## config.mk

```make
export PLATFORM = sky130hd
export DESIGN_NAME = fan_ctrl
export DESIGN_NICKNAME = d
export VERILOG_FILES = /design/src/rtl/fan_ctrl.sv
export SDC_FILE = /design/constraint.sdc
export NUM_CORES = 1
export LEC_CHECK = 0
export CAP_MARGIN = 25
export CORE_MARGIN = 4
export CORE_UTILIZATION = 62
export DETAILED_ROUTE_END_ITERATION = 6
export PLACE_DENSITY = 0.95
export SLEW_MARGIN = 10
export SYNTH_ARGS = -nofsm -noshare
export SYNTH_HDL_FRONTEND = slang
export SYNTH_SLANG_ARGS = --single-unit
```

## constraint.sdc

```tcl
create_clock -name clk -period 8.38 [get_ports clk]
set_input_delay 0.838 -clock clk [delete_from_list [all_inputs] [get_ports clk]]
set_output_delay 0.838 -clock clk [all_outputs]
set_load 0.005 [all_outputs]
```

## src/rtl/fan_ctrl.sv

```systemverilog
// fan_ctrl: closed-loop fan PWM duty sequencer.
//   Runs a full-duty spin-up kick, then regulates the duty command toward a
//   target tach period once per update interval. Detects stalls, retries
//   spin-up, and latches a fail-safe FAULT state.
// Ports:
//   clk, rst            - clock, synchronous active-high reset
//   tsc_1ppms           - one-cycle pulse every 1 ms
//   enable              - level, 0 forces OFF
//   auto_en             - 1 closed loop, 0 manual duty
//   manual_pct[7:0]     - manual duty command
//   target_uspr[19:0]   - target tach period (us)
//   hyst_us[15:0]       - regulation dead band (us)
//   fan_uspr[19:0]      - measured tach period (us), saturating
//   fan_pct[7:0]        - registered duty command
//   fan_state[1:0]      - 0 OFF, 1 SPINUP, 2 RUN, 3 FAULT
//   fan_fault           - high while in FAULT
module fan_ctrl #(
  parameter int unsigned SPINUP_MS = 2000,
  parameter int unsigned UPDATE_MS = 100,
  parameter int unsigned STEP      = 4,
  parameter logic [7:0]  MIN_PCT   = 8'h30,
  parameter logic [19:0] STALL_US  = 20'd200000,
  parameter int unsigned STALL_CNT = 5,
  parameter int unsigned RETRIES   = 3
) (
  input  logic        clk,
  input  logic        rst,
  input  logic        tsc_1ppms,
  input  logic        enable,
  input  logic        auto_en,
  input  logic [7:0]  manual_pct,
  input  logic [19:0] target_uspr,
  input  logic [15:0] hyst_us,
  input  logic [19:0] fan_uspr,
  output logic [7:0]  fan_pct,
  output logic [1:0]  fan_state,
  output logic        fan_fault
);

  localparam int unsigned CNT_W   = 16;
  localparam int unsigned STALL_W = 4;
  localparam int unsigned RETRY_W = 3;
  localparam int unsigned ARITH_W = 21;

  localparam logic [CNT_W-1:0]   SPIN_LOAD = CNT_W'(SPINUP_MS);
  localparam logic [CNT_W-1:0]   UPD_LAST  = CNT_W'(UPDATE_MS - 1);
  localparam logic [7:0]         STEP_V    = 8'(STEP);
  localparam logic [STALL_W-1:0] STALL_TGT = STALL_W'(STALL_CNT);
  localparam logic [RETRY_W-1:0] RETRY_TGT = RETRY_W'(RETRIES);

  typedef enum logic [1:0] {
    ST_OFF    = 2'd0,
    ST_SPINUP = 2'd1,
    ST_RUN    = 2'd2,
    ST_FAULT  = 2'd3
  } state_t;

  state_t               r_state;
  logic [7:0]           r_pct;
  logic                 r_fault;
  logic [CNT_W-1:0]     r_spin_cnt;
  logic [CNT_W-1:0]     r_upd_cnt;
  logic [STALL_W-1:0]   r_stall_cnt;
  logic [RETRY_W-1:0]   r_retry_cnt;

  // Regulation window, 21-bit so target + hyst cannot wrap
  logic [ARITH_W-1:0]   w_hi_bound;
  logic [ARITH_W-1:0]   w_lo_bound;
  logic                 w_lo_valid;
  logic                 w_too_slow;
  logic                 w_too_fast;
  logic [8:0]           w_sum;
  logic [8:0]           w_dn_floor;
  logic [7:0]           w_pct_up;
  logic [7:0]           w_pct_dn;
  logic [7:0]           w_manual;
  logic                 w_upd_evt;
  logic                 w_stalled;
  logic [STALL_W-1:0]   w_stall_next;
  logic [RETRY_W-1:0]   w_retry_next;

  assign w_hi_bound   = ARITH_W'(target_uspr) + ARITH_W'(hyst_us);
  assign w_lo_valid   = (target_uspr >= 20'(hyst_us));
  assign w_lo_bound   = ARITH_W'(target_uspr) - ARITH_W'(hyst_us);
  assign w_too_slow   = (ARITH_W'(fan_uspr) > w_hi_bound);
  // Lower bound only meaningful when hyst does not exceed target
  assign w_too_fast   = w_lo_valid && (ARITH_W'(fan_uspr) < w_lo_bound);

  // Duty step up saturates at 255; step down compares before subtracting
  assign w_sum        = 9'(r_pct) + 9'(STEP_V);
  assign w_pct_up     = w_sum[8] ? 8'hFF : w_sum[7:0];
  assign w_dn_floor   = 9'(MIN_PCT) + 9'(STEP_V);
  assign w_pct_dn     = (9'(r_pct) >= w_dn_floor) ? (r_pct - STEP_V) : MIN_PCT;

  assign w_manual     = (manual_pct < MIN_PCT) ? MIN_PCT : manual_pct;
  assign w_upd_evt    = tsc_1ppms && (r_upd_cnt == UPD_LAST);
  assign w_stalled    = (fan_uspr >= STALL_US);
  assign w_stall_next = r_stall_cnt + STALL_W'(1);
  assign w_retry_next = r_retry_cnt + RETRY_W'(1);

  // Sequencer: state, duty, fault flag and all interval counters
  always_ff @(posedge clk) begin
    if (rst) begin
      r_state     <= ST_OFF;
      r_pct       <= 8'h00;
      r_fault     <= 1'b0;
      r_spin_cnt  <= '0;
      r_upd_cnt   <= '0;
      r_stall_cnt <= '0;
      r_retry_cnt <= '0;
    end else if (!enable) begin
      // Disable wins over any tick in the same cycle
      r_state     <= ST_OFF;
      r_pct       <= 8'h00;
      r_fault     <= 1'b0;
      r_spin_cnt  <= '0;
      r_upd_cnt   <= '0;
      r_stall_cnt <= '0;
      r_retry_cnt <= '0;
    end else begin
      case (r_state)
        ST_OFF: begin
          r_state     <= ST_SPINUP;
          r_pct       <= 8'hFF;
          r_fault     <= 1'b0;
          r_spin_cnt  <= SPIN_LOAD;
          r_upd_cnt   <= '0;
          r_stall_cnt <= '0;
          r_retry_cnt <= '0;
        end

        ST_SPINUP: begin
          r_pct <= 8'hFF;
          if (tsc_1ppms) begin
            if (r_spin_cnt <= CNT_W'(1)) begin
              r_state     <= ST_RUN;
              r_spin_cnt  <= '0;
              r_upd_cnt   <= '0;
              r_stall_cnt <= '0;
              r_pct       <= auto_en ? 8'hFF : w_manual;
            end else begin
              r_spin_cnt <= r_spin_cnt - CNT_W'(1);
            end
          end
        end

        ST_RUN: begin
          // Manual duty tracks the input every cycle; auto holds between updates
          if (!auto_en) begin
            r_pct <= w_manual;
          end
          if (tsc_1ppms) begin
            if (w_upd_evt) begin
              r_upd_cnt <= '0;
              if (auto_en) begin
                if (w_too_slow) begin
                  r_pct <= w_pct_up;
                end else if (w_too_fast) begin
                  r_pct <= w_pct_dn;
                end
              end
              if (w_stalled) begin
                if (w_stall_next == STALL_TGT) begin
                  r_stall_cnt <= '0;
                  r_retry_cnt <= w_retry_next;
                  r_pct       <= 8'hFF;
                  if (w_retry_next == RETRY_TGT) begin
                    r_state <= ST_FAULT;
                    r_fault <= 1'b1;
                  end else begin
                    r_state    <= ST_SPINUP;
                    r_spin_cnt <= SPIN_LOAD;
                  end
                end else begin
                  r_stall_cnt <= w_stall_next;
                end
              end else begin
                // A healthy sample forgives earlier retries
                r_stall_cnt <= '0;
                r_retry_cnt <= '0;
              end
            end else begin
              r_upd_cnt <= r_upd_cnt + CNT_W'(1);
            end
          end
        end

        ST_FAULT: begin
          // Fail-safe full cooling until disabled or reset
          r_pct   <= 8'hFF;
          r_fault <= 1'b1;
        end

        default: begin
          r_state <= ST_OFF;
          r_pct   <= 8'h00;
          r_fault <= 1'b0;
        end
      endcase
    end
  end

  assign fan_pct   = r_pct;
  assign fan_state = r_state;
  assign fan_fault = r_fault;

endmodule

```

* After elaboration in Yosys (flattened, before gate mapping)
Index checks and enable logic that the tools add are counted. W data, S select, Z words.
Cells by class: multiplexer cells 54, reductions and logical operators 14, magnitude comparators 7, add/sub/neg operators 8, bitwise gates (word level) 1, equality and inequality tests 15
Operators by type and width (number):
- $mux W16 | 11
- $mux W8 | 14
- $pmux W16 S3 | 2
- $mux W4 | 6
- $pmux W8 S3 | 1
- $add A20 B16 Y21 | 1
- $gt A20 B21 Y1 | 1
- $lt A20 B21 Y1 | 1
- $sub A20 B16 Y21 | 1
- $ge A20 B16 Y1 | 1
- $ge A20 B18 Y1 const B | 1
- $add A16 B1 Y16 const B | 1
- $eq A16 B7 Y1 const B | 1
- $le A16 B1 Y1 const B | 1
- $ne A2 B2 Y1 const B | 8
- $sub A16 B1 Y16 const B | 1
- $mux W2 | 7
- $reduce_and A7 Y1 | 2
- $mux W3 | 4
- $pmux W4 S3 | 1
- $add A8 B3 Y9 const B | 1
- $ge A8 B6 Y1 const B | 1
- $lt A8 B6 Y1 const B | 1
- $reduce_and A4 Y1 | 2
- 20 further kinds | 28
Word-level totals: logic and storage cells 106, flip-flop bits (word level) 50, output and inout bits 11

* Depth between registers and ports, before layout
Gate-level depths: netlist of run 1.
depth after elaboration 11, gate-level depth with buffers 21

* Least setup slack after synthesis of run 1
OpenSTA, ideal clock, no wires.
kind in2reg, start point input target_uspr[0], end point register r_pct[3], in the netlist fan_pct[3], library setup time 114 ps, arrival time 4445 ps, stages 20, slack 3821 ps, cells stage by stage inv_1 ha_1 inv_1 fa_1 nand3_1 a21oi_1 or3_1 nand3_1 a21oi_1 o21a_1 nor4_1 xnor2_1 ha_1 nand4_1 or4_1 o211ai_1 a22o_1 or3_1 o2111ai_1 a21o_1
On the way: longest elaborated chain between the ends 11, elaborated cells between the ends (all ways) 14, classes of those cells add/sub: 2; order compare: 3; mux: 8; reduce/logical: 1
RTL lines:
- start: declaration | line 32 | input logic [19:0] target_uspr,
- $sub A20 B16 Y21 | line 84 | assign w_lo_bound = ARITH_W'(target_uspr) - ARITH_W'(hyst_us);
- $lt A20 B21 Y1 | line 87 | assign w_too_fast = w_lo_valid && (ARITH_W'(fan_uspr) < w_lo_bound);
- $logic_and A1 B1 Y1 | line 87
- $mux W8 | line 158 | end else if (w_too_fast) begin
- $mux W8 (*) | line 156 | if (w_too_slow) begin
- $mux W8 (*) | line 155 | if (auto_en) begin
- $mux W8 | line 163 | if (w_stall_next == STALL_TGT) begin
- $mux W8 (*) | line 162 | if (w_stalled) begin
- $mux W8 (*) | line 153 | if (w_upd_evt) begin
- $mux W8 (*) | line 152 | if (tsc_1ppms) begin
- $pmux W8 S3 (*) | line 121 | case (r_state)
- end signal: assignment | line 150 | r_pct <= w_manual;
- end signal: assignment | line 157 | r_pct <= w_pct_up;
- end signal: assignment | line 159 | r_pct <= w_pct_dn;
- end: declaration | line 59 | logic [7:0] r_pct;
Mark *: on every way between the ends. The rest lies on a longest branch, timed or not. A chain may end at the register's enable or synchronous reset.

* Worst setup path in the final report of run 1
start point input hyst_us[1], end point register r_pct[3], in the netlist fan_pct[3]
On the way: longest elaborated chain between the ends 11, elaborated cells between the ends (all ways) 14, classes of those cells add/sub: 2; order compare: 3; mux: 8; reduce/logical: 1
RTL lines:
- start: declaration | line 33 | input logic [15:0] hyst_us,
- $sub A20 B16 Y21 | line 84
- $lt A20 B21 Y1 | line 87
- $logic_and A1 B1 Y1 | line 87
- $mux W8 | line 158
- $mux W8 (*) | line 156
- $mux W8 (*) | line 155
- $mux W8 | line 163
- $mux W8 (*) | line 162
- $mux W8 (*) | line 153
- $mux W8 (*) | line 152
- $pmux W8 S3 (*) | line 121
Marks and branches as above.

==> impl_metrics.json, run 1 <==
{
  "status": "finished, final reports clean",
  "chip_width_um": 106,
  "final.period_utilization_pct": 64.2,
  "setup_viol": 0,
  "clockRootBuffer": "clkbuf_8",
  "nets": 1028,
  "worst_slew_margin_rel_pct": 40.7,
  "post_cts.resized_instances": 0,
  "netlist_area_mm2": 0.00598,
  "post_drt_via_cell_ratio": 6.24,
  "synth-edff-count": 0,
  "synth.top_cell.area_share_pct": 18.0,
  "die_area_mm2": 0.0113,
  "postRouteWirelength_um": 15600,
  "detailedRoute.firstIterationViolations": 520,
  "rrSetupSlack_ns": 5.19,
  "reg2regPathDepth": 8,
  "clk_pin_slew_ns": 0.09,
  "setup-tns-final_ns": 0,
  "achievable-frequency_mhz": 186,
  "timing.setup.critical_path_class": "input port to flop",
  "globalplace.congestion": 0.967,
  "crit_fanout": 5,
  "start_util_pct": 64.1,
  "synthesized_area_fraction_occupied_by_ao_oa_aoi_and_oai_cells_pct": 24.3,
  "crit_path_cell_trace": "clkdlybuf4s50_1 -> inv_1 -> ha_1 -> nor2b_1 -> o31ai_1 -> a211oi_1 -> nor2_1 -> o21a_1 -> o21ai_0 -> a21oi_1 -> xnor2_1 -> ha_1 -> nand4_1 -> or4_1 -> o211ai_1 -> a22o_1 -> or3_1 -> o2111ai_1 -> a21o_1",
  "most_frequent_cell_on_critical_path": "ha_1",
  "leftover_overflow_at_the_end_of_global_routing": 0,
  "maxCapViolations": 0,
  "cp-end-kind": "flop",
  "seq_power_share_pct": 31.3,
  "post-route-min-period_ns": 5.38,
  "setup.worst_path.start_class": "input port",
  "port-buffer-count": 79,
  "cts_hold_buf": 0,
  "synth_warnings": 0,
  "top_level_ports": 80,
  "crit_buf_inv": 2,
  "drt_drc_violations_left": 0,
  "firstDrtPassIters": 5,
  "tightest_hold_check_type": "flop to flop",
  "numClockSinks": 50,
  "syn-num-nets": 964,
  "path_depth": 19,
  "finalHoldViolations": 0,
  "area.growth.synth_to_final_pct": 16.1,
  "skew_ns": 0.00692,
  "pwr-share-clk_pct": 20.6,
  "core_footprint_mm2": 0.00933,
  "finalMaxSlewViolations": 0,
  "synthMostInstantiatedCell": "nor2_1",
  "ys_top_cells_by_count": "nor2_1, ha_1, a21oi_1",
  "dpl_worst_slack_ns": 2.80,
  "setup_repair_after_global_routing_missed_its_margin": "no",
  "routed_wire_length_per_instance_um": 15.6,
  "synth_top_family_by_area": "simple AND/OR/NAND/NOR gates",
  "detailedPlacementHpwl_um": 12300,
  "post_synth_num_cell_types": 83,
  "cp-endpoint": "fan_pct[3]$_SDFF_PP0_",
  "synthTopCellsByArea": "ha_1, dfxtp_1, xnor2_1",
  "cellLeakagePower_nw": 2.78,
  "setup_slack_ns": 3.00,
  "n_antenna_cell": 0,
  "sw_share_pct": 38.4,
  "synthesized_flop_and_latch_total": 50,
  "timing.critical_path.max_delay_family": "compound AO/OA/AOI/OAI gates",
  "grt_antenna_before_repair": 0,
  "tightestPinTransition_ns": 0.890,
  "post_synth_mux_area_share_pct": 0.523,
  "switchingPower_uw": 317,
  "r2r-start": "r_upd_cnt[0]$_SDFFE_PP0P_",
  "ir_drop_v": 0.0000755,
  "grt_max_degree": 23,
  "critical_path.startpoint": "hyst_us[1]",
  "groute.usage.overall_pct": 26.7,
  "first_global_vias": 5641,
  "cts_buffer_depth": 2,
  "cell_internal_pwr_uw": 509,
  "die-height_um": 106,
  "syn_avg_cell_area_um2": 7.41,
  "htreeDepth": 2,
  "synth_fa_ha_area_share_pct": 18.7,
  "cts_inserted_buffers": 5,
  "hold_path_depth": 2,
  "regToRegEndpoint": "r_spin_cnt[1]$_SDFFE_PP0P_",
  "syn-instance-count": 807,
  "pwr-share-comb_pct": 48.0,
  "worst_path_largest_cell_delay_ns": 0.54,
  "rows": 35,
  "antenna_violating_nets_post_route": 0,
  "dr_total_vias": 6251,
  "cts_tree": "done",
  "synth.largest_area_cell": "ha_1",
  "area_fraction_in_and_or_nand_and_nor_cells_after_synthesis_pct": 25.9,
  "global_route_wire_length_before_repair_um": 25700,
  "ys_async_sr_fraction_pct": 0,
  "clock_latency_at_the_later_pin_of_the_worst_skew_pair_ns": 0.30,
  "yosys_most_used_dff": "dfxtp_1",
  "yosysSeqAreaShare_pct": 16.7,
  "post-cts-setup-buffers": 0,
  "fraction_of_final_layout_cells_sized_beyond_drive_strength_1_pct": 4.01,
  "synth_xor_area_share_pct": 8.64,
  "critical_path_required_ns": 8.58,
  "critical_path_top_delay_cell": "or4_1",
  "critPathArrivalTime_ns": 5.59,
  "p_per_area_mw_per_mm2": 119
}
==> metal layers <==
metal,global-route usage (%),wire length [um],up-vias
li1,-,-,3042
met1,37.4,6910,2847
met4,7.49,449,0
met3,4.43,1280,50
met5,0,0,-
met2,42.1,6950,312
==> how the worst min path moves through the flow <==
stage | start | to | slack (ns)
6_report | fan_pct[0]$_SDFF_PP0_ | fan_pct[0]$_SDFF_PP0_ | 0.49
5_1_grt | r_spin_cnt[11]$_SDFFE_PP0P_ | r_spin_cnt[11]$_SDFFE_PP0P_ | 0.54
4_1_cts | fan_pct[0]$_SDFF_PP0_ | fan_pct[0]$_SDFF_PP0_ | 0.50
3_5_place_dp | fan_pct[0]$_SDFF_PP0_ | fan_pct[0]$_SDFF_PP0_ | 0.48
3_3_place_gp | fan_pct[1]$_SDFF_PP0_ | fan_pct[1]$_SDFF_PP0_ | 0.48
2_1_floorplan | r_stall_cnt[2]$_SDFFE_PP0P_ | r_stall_cnt[2]$_SDFFE_PP0P_ | 0.46
==> worst register-to-register path, cell delays in order, from the launching register on <==
cell       delay [ns]
dfxtp_1          0.42
ha_1             0.26
nor4b_1          0.36
and4_1           0.41
o2111ai_1        0.17
a21oi_2          0.74
inv_1            0.13
o21ai_1          0.47
a211oi_1         0.10
==> logic make-up (layout without fill, tap and decap cells) <==
family	after synthesis	in the layout
muxes	3	3
and+or+nand+nor	308	308
adders and majority gates	88	88
AOI/OAI and AO/OA	220	220
xor gates and xnor gates	59	59
buffers and inverters	79	144
DFF	50	50
==> power groups by stage <==
stage	sequential, mW	clock (mW)	combinational, mW
2_1_floorplan	0.259	0	0.273
3_3_place_gp	0.264	0	0.375
6_report	0.259	0.170	0.397
5_1_grt	0.261	0.182	0.438
3_5_place_dp	0.264	0	0.386
4_1_cts	0.258	0.172	0.389
==> placed cells by master, fill, tap and decap left out, types with 8 or more instances in the layout <==
cell type / instances
nor2_1: 91
ha_1: 86
clkdlybuf4s50_1: 79
a21oi_1: 78
nand2_1: 67
inv_1: 53
dfxtp_1: 50
xnor2_1: 45
o21ai_0: 41
nor3_1: 29
nand3_1: 28
nand4_1: 17
xor2_1: 14
nand2b_1: 12
or3_1: 12
nor4_1: 11
a31oi_1: 9
a21o_1: 8
a211oi_1: 8
==> stage by stage <==
step,cell area (um^2),instances,hold WS (ns),util (%),total power [mW]
floorplan,5980,807,0.460,-,0.532
global placement,6830,993,0.477,73.3,0.638
detailed placement,6830,993,0.483,73.3,0.650
CTS,6940,1001,0.495,74.4,0.820
global route,6940,1001,0.535,74.4,0.880
finish,6940,1001,0.492,74.4,0.826
==> sequential cells by signal, summed over array words and instances (netlist names) <==
signal	flops
fan_fault	1
fan_pct	8
fan_state	2
r_retry_cnt	3
r_spin_cnt	16
r_stall_cnt	4
r_upd_cnt	16
==> final cells by class <==
type	count	area, um^2
tap	129	161
clock buffer	6	72.6
inverter	56	210
sequential	50	1000
clock inverter	2	37.5
multi-input combinational	678	4660
fill	716	2380
timing repair buffer	80	798
Power figures use the tool's default switching activity.
==> run 2: changes to the inputs <==
--- a/config.mk
+++ b/config.mk
@@ -7,9 +7,9 @@
 export LEC_CHECK = 0
 export CAP_MARGIN = 25
 export CORE_MARGIN = 4
-export CORE_UTILIZATION = 62
+export CORE_UTILIZATION = 57
 export DETAILED_ROUTE_END_ITERATION = 6
-export PLACE_DENSITY = 0.95
+export PLACE_DENSITY = 0.92
 export SLEW_MARGIN = 10
 export SYNTH_ARGS = -nofsm -noshare
 export SYNTH_HDL_FRONTEND = slang
==> constraint.sdc (replaced) <==
create_clock -name clk -period 5.1 [get_ports clk]
set_input_delay 0.51 -clock clk [delete_from_list [all_inputs] [get_ports clk]]
set_output_delay 0.51 -clock clk [all_outputs]
set_load 0.005 [all_outputs]
==> run 2 against run 1 <==
Sequential power up 64%. Largest power group unchanged. Wire length up 6.5%. Critical path depth up 3. Combinational power up 75%. First-iteration DRC count up 28%. Count of clock-buffer cells in the layout unchanged. Critical endpoint unchanged. Power up 67%. Sequential cell count unchanged. Largest cell class unchanged.
==> impl_metrics.json, run 2 (synthesis gave the netlist of run 1 again) <==
{
  "status": "finished, final reports clean",
  "r2r-start": "r_upd_cnt[1]$_SDFFE_PP0P_",
  "top_level_ports": 80,
  "cts_tree": "done",
  "critical_path_required_ns": 5.37,
  "grt_max_degree": 23,
  "detailedRoute.firstIterationViolations": 664,
  "skew_ns": 0.00552,
  "ir_drop_v": 0.000141,
  "n_antenna_cell": 0,
  "total_power_mw": 1.38,
  "grt_antenna_before_repair": 0,
  "global_route_wire_length_before_repair_um": 27700,
  "die-height_um": 110,
  "seq_cell_area_mm2": 0.00100,
  "cts_hold_buf": 0,
  "finalInstanceArea_mm2": 0.00713,
  "clockRootBuffer": "clkbuf_8",
  "nets": 1051,
  "rows": 37,
  "most_frequent_standard_cell_in_the_layout_excluding_fill_and_tap_cells": "nor2_1",
  "die_area_mm2": 0.0122,
  "start_util_pct": 58.2,
  "fraction_of_final_layout_cells_sized_beyond_drive_strength_1_pct": 6.70,
  "detailedPlacementHpwl_um": 13100,
  "port-buffer-count": 79,
  "antenna_violating_nets_post_route": 0,
  "tightestPinTransition_ns": 0.910,
  "filler_cells_inserted": 796,
  "achievable-frequency_mhz": 210,
  "final.period_utilization_pct": 93.2,
  "p_per_area_mw_per_mm2": 193,
  "clock_latency_at_the_later_pin_of_the_worst_skew_pair_ns": 0.31,
  "placed_cell_area_mm2": 0.00702,
  "globalplace.congestion": 0.945,
  "timing.setup.critical_path_class": "input port to flop",
  "post_drt_via_cell_ratio": 6.23,
  "setup_slack_ns": 0.345,
  "crit_fanout": 5,
  "cts_inserted_buffers": 5,
  "leftover_overflow_at_the_end_of_global_routing": 0,
  "setup.worst_path.start_class": "input port",
  "drt_drc_violations_left": 0,
  "finalMaxSlewViolations": 0,
  "firstDrtPassIters": 6,
  "post-route-min-period_ns": 4.75,
  "dpl_worst_slack_ns": -0.0257,
  "htreeDepth": 2,
  "dr_total_vias": 6418,
  "postRouteWirelength_um": 16600,
  "numClockSinks": 50,
  "chip_width_um": 110,
  "first_global_vias": 6143,
  "core_footprint_mm2": 0.0103,
  "multiInputGateArea_mm2": 0.00468,
  "worst_slew_margin_rel_pct": 38.9,
  "cp-end-kind": "flop",
  "setup_viol": 0,
  "routed_wire_length_per_instance_um": 16.1,
  "mostFrequentLayoutCells": "nor2_1, ha_1, clkdlybuf4s50_1",
  "cell_count_after_placement": 1023,
  "cts_buffer_depth": 2,
  "critPathArrivalTime_ns": 5.02,
  "tightest_hold_check_type": "flop to flop",
  "cellLeakagePower_nw": 2.89,
  "layoutNonFillerInstCount": 1031,
  "finalHoldViolations": 0,
  "maxCapViolations": 0,
  "clk_pin_slew_ns": 0.10,
  "setup_repair_after_global_routing_missed_its_margin": "no",
  "start_point_of_the_worst_hold_path": "fan_pct[0]$_SDFF_PP0_",
  "critical_path.startpoint": "hyst_us[1]",
  "area.growth.synth_to_final_pct": 19.3,
  "groute.usage.overall_pct": 26.0
}
==> run 2: worst max-delay path, stage by stage <==
cell and delay [ns]:
clkdlybuf4s50_1 0.48, inv_1 0.07, ha_1 0.29, nand2b_1 0.17, a221oi_1 0.35, nand4_1 0.21, a31oi_1 0.18, buf_4 0.15
o2111ai_1 0.16, a21oi_1 0.21, o2111ai_1 0.14, xor2_1 0.19, ha_1 0.30, nor2b_1 0.13, a2111oi_0 0.38, buf_4 0.17
nand4b_1 0.13, nand2_1 0.19, nor2_1 0.11, buf_4 0.16, a31oi_1 0.20, a21o_1 0.14
==> run 2: what timing repair did <==
| action | 4_1_cts | 5_1_grt |
|---|---|---|
| gates resized for setup | 0 | 3 |
| setup buffers | 0 | 0 |
| endpoints found under the setup margin | 0 | 3 |
==> run 2: final timing paths <==
check	to	slack (ns)	cells after the start
worst max-delay path	fan_pct[3]$_SDFF_PP0_	0.35	22
worst min-delay path	fan_pct[0]$_SDFF_PP0_	0.51	2
worst max register to register	r_stall_cnt[2]$_SDFFE_PP0P_	1.92	8
worst min register to register	fan_pct[0]$_SDFF_PP0_	0.51	2
==> run 2: metrics by stage <==
stage | setup TNS [ns] | hold WS (ns) | utilization [%]
2_1_floorplan | 0 | 0.460 | -
5_1_grt | 0 | 0.533 | 69.4
3_5_place_dp | -0.0257 | 0.494 | 68.3
3_3_place_gp | 0 | 0.481 | 68.3
4_1_cts | 0 | 0.510 | 69.2
6_report | 0 | 0.509 | 69.4
==> run 2: final cells by class <==
cell class	instances	area share, %
clock buffer	6	1.16
clock inverter	2	0.246
inverter	56	2.95
multi-input combinational	678	65.6
sequential	50	14.0
tap	136	2.39
timing repair buffer	103	13.6
==> run 2: layer usage <==
layer	track usage (%)	vias to the layer above	routed length, um
met1	33.5	2915	6870
li1	-	3073	-
met2	44.5	364	7780
met4	8.21	0	483
met5	0	-	0
met3	4.16	66	1470
==> run 2: power breakdown <==
part / internal, mW / total, mW / leakage, nW / switching [mW]
Combinational: 0.313 / 0.695 / 2.43 / 0.382
Clock: 0.112 / 0.257 / 0.0514 / 0.145
Sequential: 0.404 / 0.426 / 0.407 / 0.0221
Total: 0.828 / 1.38 / 2.89 / 0.549
==> run 3: changes to the inputs <==
==> constraint.sdc (replaced) <==
create_clock -name clk -period 5.4 [get_ports clk]
set_input_delay 0.54 -clock clk [delete_from_list [all_inputs] [get_ports clk]]
set_output_delay 0.54 -clock clk [all_outputs]
set_load 0.05 [all_outputs]
==> run 3 against run 2 <==
The run now ends with design-rule violations left. Die area did not move. Non-clock buffer count fell by 22. Critical path depth shrank 3. Power fell by 7.2%. Final area decreased by 2.5%. Core utilization down 1.7 points. Highest routed layer unchanged.
==> impl_metrics.json, run 3 (synthesis gave the netlist of run 1 again) <==
{
  "status": "finished, violations left",
  "violations_in_the_final_reports": "design-rule violations",
  "dr_total_vias": 6136,
  "tightest_hold_check_type": "flop to flop",
  "dpl_worst_slack_ns": 0.0846,
  "setup_repair_after_global_routing_missed_its_margin": "no",
  "detailedRoute.firstIterationViolations": 546,
  "nets": 1029,
  "cp-end-kind": "flop",
  "antenna_violating_nets_post_route": 0,
  "grt_antenna_before_repair": 0,
  "start_util_pct": 58.2,
  "die_area_mm2": 0.0122,
  "first_global_vias": 5775,
  "finalMaxSlewViolations": 0,
  "post-route-min-period_ns": 4.99,
  "switchingPower_uw": 521,
  "seq_power_share_pct": 31.4,
  "critical_path_required_ns": 5.59,
  "setup_slack_ns": 0.413,
  "maxCapViolations": 0,
  "cell_internal_pwr_uw": 758,
  "leftover_overflow_at_the_end_of_global_routing": 0,
  "ir_drop_v": 0.000125,
  "sw_share_pct": 40.7,
  "area.growth.synth_to_final_pct": 16.3,
  "crit_fanout": 7,
  "p_per_area_mw_per_mm2": 184,
  "post_drt_via_cell_ratio": 6.08,
  "cellLeakagePower_nw": 2.79,
  "clk_pin_slew_ns": 0.10,
  "post-cts-setup-buffers": 0,
  "pwr-share-comb_pct": 49.4,
  "cts_hold_buf": 0,
  "clockRootBuffer": "clkbuf_8",
  "htreeDepth": 2,
  "tightestPinTransition_ns": 0.869,
  "setup_viol": 0,
  "worst_slew_margin_rel_pct": 42.1,
  "timing.setup.critical_path_class": "input port to flop",
  "skew_ns": 0.00433,
  "cts_buffer_depth": 2,
  "pwr-share-clk_pct": 19.2,
  "placed_cell_area_mm2": 0.00685,
  "most_frequent_standard_cell_in_the_layout_excluding_fill_and_tap_cells": "nor2_1",
  "fraction_of_final_layout_cells_sized_beyond_drive_strength_1_pct": 4.35,
  "finalInstanceArea_mm2": 0.00696,
  "setup.worst_path.start_class": "input port",
  "die-height_um": 110,
  "top_level_ports": 80,
  "mostFrequentLayoutCells": "nor2_1, ha_1, clkdlybuf4s50_1",
  "numClockSinks": 50,
  "groute.usage.overall_pct": 24.5,
  "n_antenna_cell": 0,
  "setup-tns-final_ns": 0,
  "drt_drc_violations_left": 2,
  "cts_inserted_buffers": 5,
  "routed_wire_length_per_instance_um": 15.3,
  "port-buffer-count": 79,
  "critPathArrivalTime_ns": 5.18,
  "postRouteWirelength_um": 15400,
  "achievable-frequency_mhz": 201,
  "grt_max_degree": 23,
  "final.period_utilization_pct": 92.3,
  "globalplace.congestion": 1.02,
  "detailedPlacementHpwl_um": 12400,
  "finalHoldViolations": 0,
  "global_route_wire_length_before_repair_um": 26100,
  "firstDrtPassIters": 7,
  "chip_width_um": 110,
  "clock_latency_at_the_later_pin_of_the_worst_skew_pair_ns": 0.30,
  "core_footprint_mm2": 0.0103,
  "rows": 37,
  "cts_tree": "done"
}
run 3: changes by cell type in the layout (fill, tap and decap cells not counted), sizes merged:
cell	before	now
buf	24	2
run 3: routing by layer:
metal | wire length, um | track usage, % | vias up
met1 | 7140 | 34.2 | 2806
met2 | 6900 | 39.5 | 253
met5 | 0 | 0 | -
li1 | - | - | 3049
met4 | 293 | 6.24 | 0
met3 | 1100 | 3.67 | 28
run 3: cell type report:
cell class / count / area, um^2
Multi-Input combinational cell: 678 / 4670
Tap cell: 136 / 170
Timing Repair Buffer: 81 / 806
Sequential cell: 50 / 1000
Inverter: 56 / 210
Fill cell: 879 / 3320
Clock inverter: 2 / 17.5
Clock buffer: 6 / 82.6
run 3: worst paths after layout:
path,from,to,slack [ns],cells past startpoint
setup / recovery,hyst_us[1],fan_pct[5]$_SDFF_PP0_,0.41,19
setup reg to reg,r_upd_cnt[0]$_SDFFE_PP0P_,r_spin_cnt[1]$_SDFFE_PP0P_,2.15,8
hold / removal,fan_pct[1]$_SDFF_PP0_,fan_pct[1]$_SDFF_PP0_,0.50,2
hold reg to reg,fan_pct[1]$_SDFF_PP0_,fan_pct[1]$_SDFF_PP0_,0.50,2
run 3: timing repair:
item / 4_1_cts / 5_1_grt
endpoints found under the setup margin: 0 / 4
hold endpoints to repair: 0 / 0
gates resized for setup: 0 / 1
run 3: critical path, cell delays in order:
cell	delay [ns]
clkdlybuf4s50_1	0.53
inv_1	0.09
ha_1	0.31
nand2b_1	0.19
a221oi_2	0.33
nand4_1	0.19
a31oi_1	0.34
o2111ai_1	0.20
a21oi_1	0.21
o2111ai_1	0.15
xor2_1	0.19
ha_1	0.33
nor2b_1	0.14
a2111oi_0	0.44
nand4b_1	0.20
nand2_1	0.23
nor2_1	0.15
nor4_1	0.33
nor3_1	0.09
run 3: power by group through the flow:
stage	combinational, mW	clock [mW]	sequential (mW)
global placement	0.604	0	0.409
detailed placement	0.616	0	0.409
floorplan	0.424	0	0.423
global route	0.705	0.263	0.404
CTS	0.621	0.247	0.401
finish	0.631	0.245	0.402
run 3: per-stage QoR:
| stage | utilization (%) | std cells | power, mW | hold WS [ns] |
|---|---|---|---|---|
| floorplan | - | 807 | 0.847 | 0.460 |
| global placement | 66.7 | 1001 | 1.01 | 0.474 |
| detailed placement | 66.7 | 1001 | 1.03 | 0.478 |
| CTS | 67.6 | 1009 | 1.27 | 0.492 |
| global route | 67.7 | 1009 | 1.37 | 0.506 |
| finish | 67.7 | 1009 | 1.28 | 0.496 |
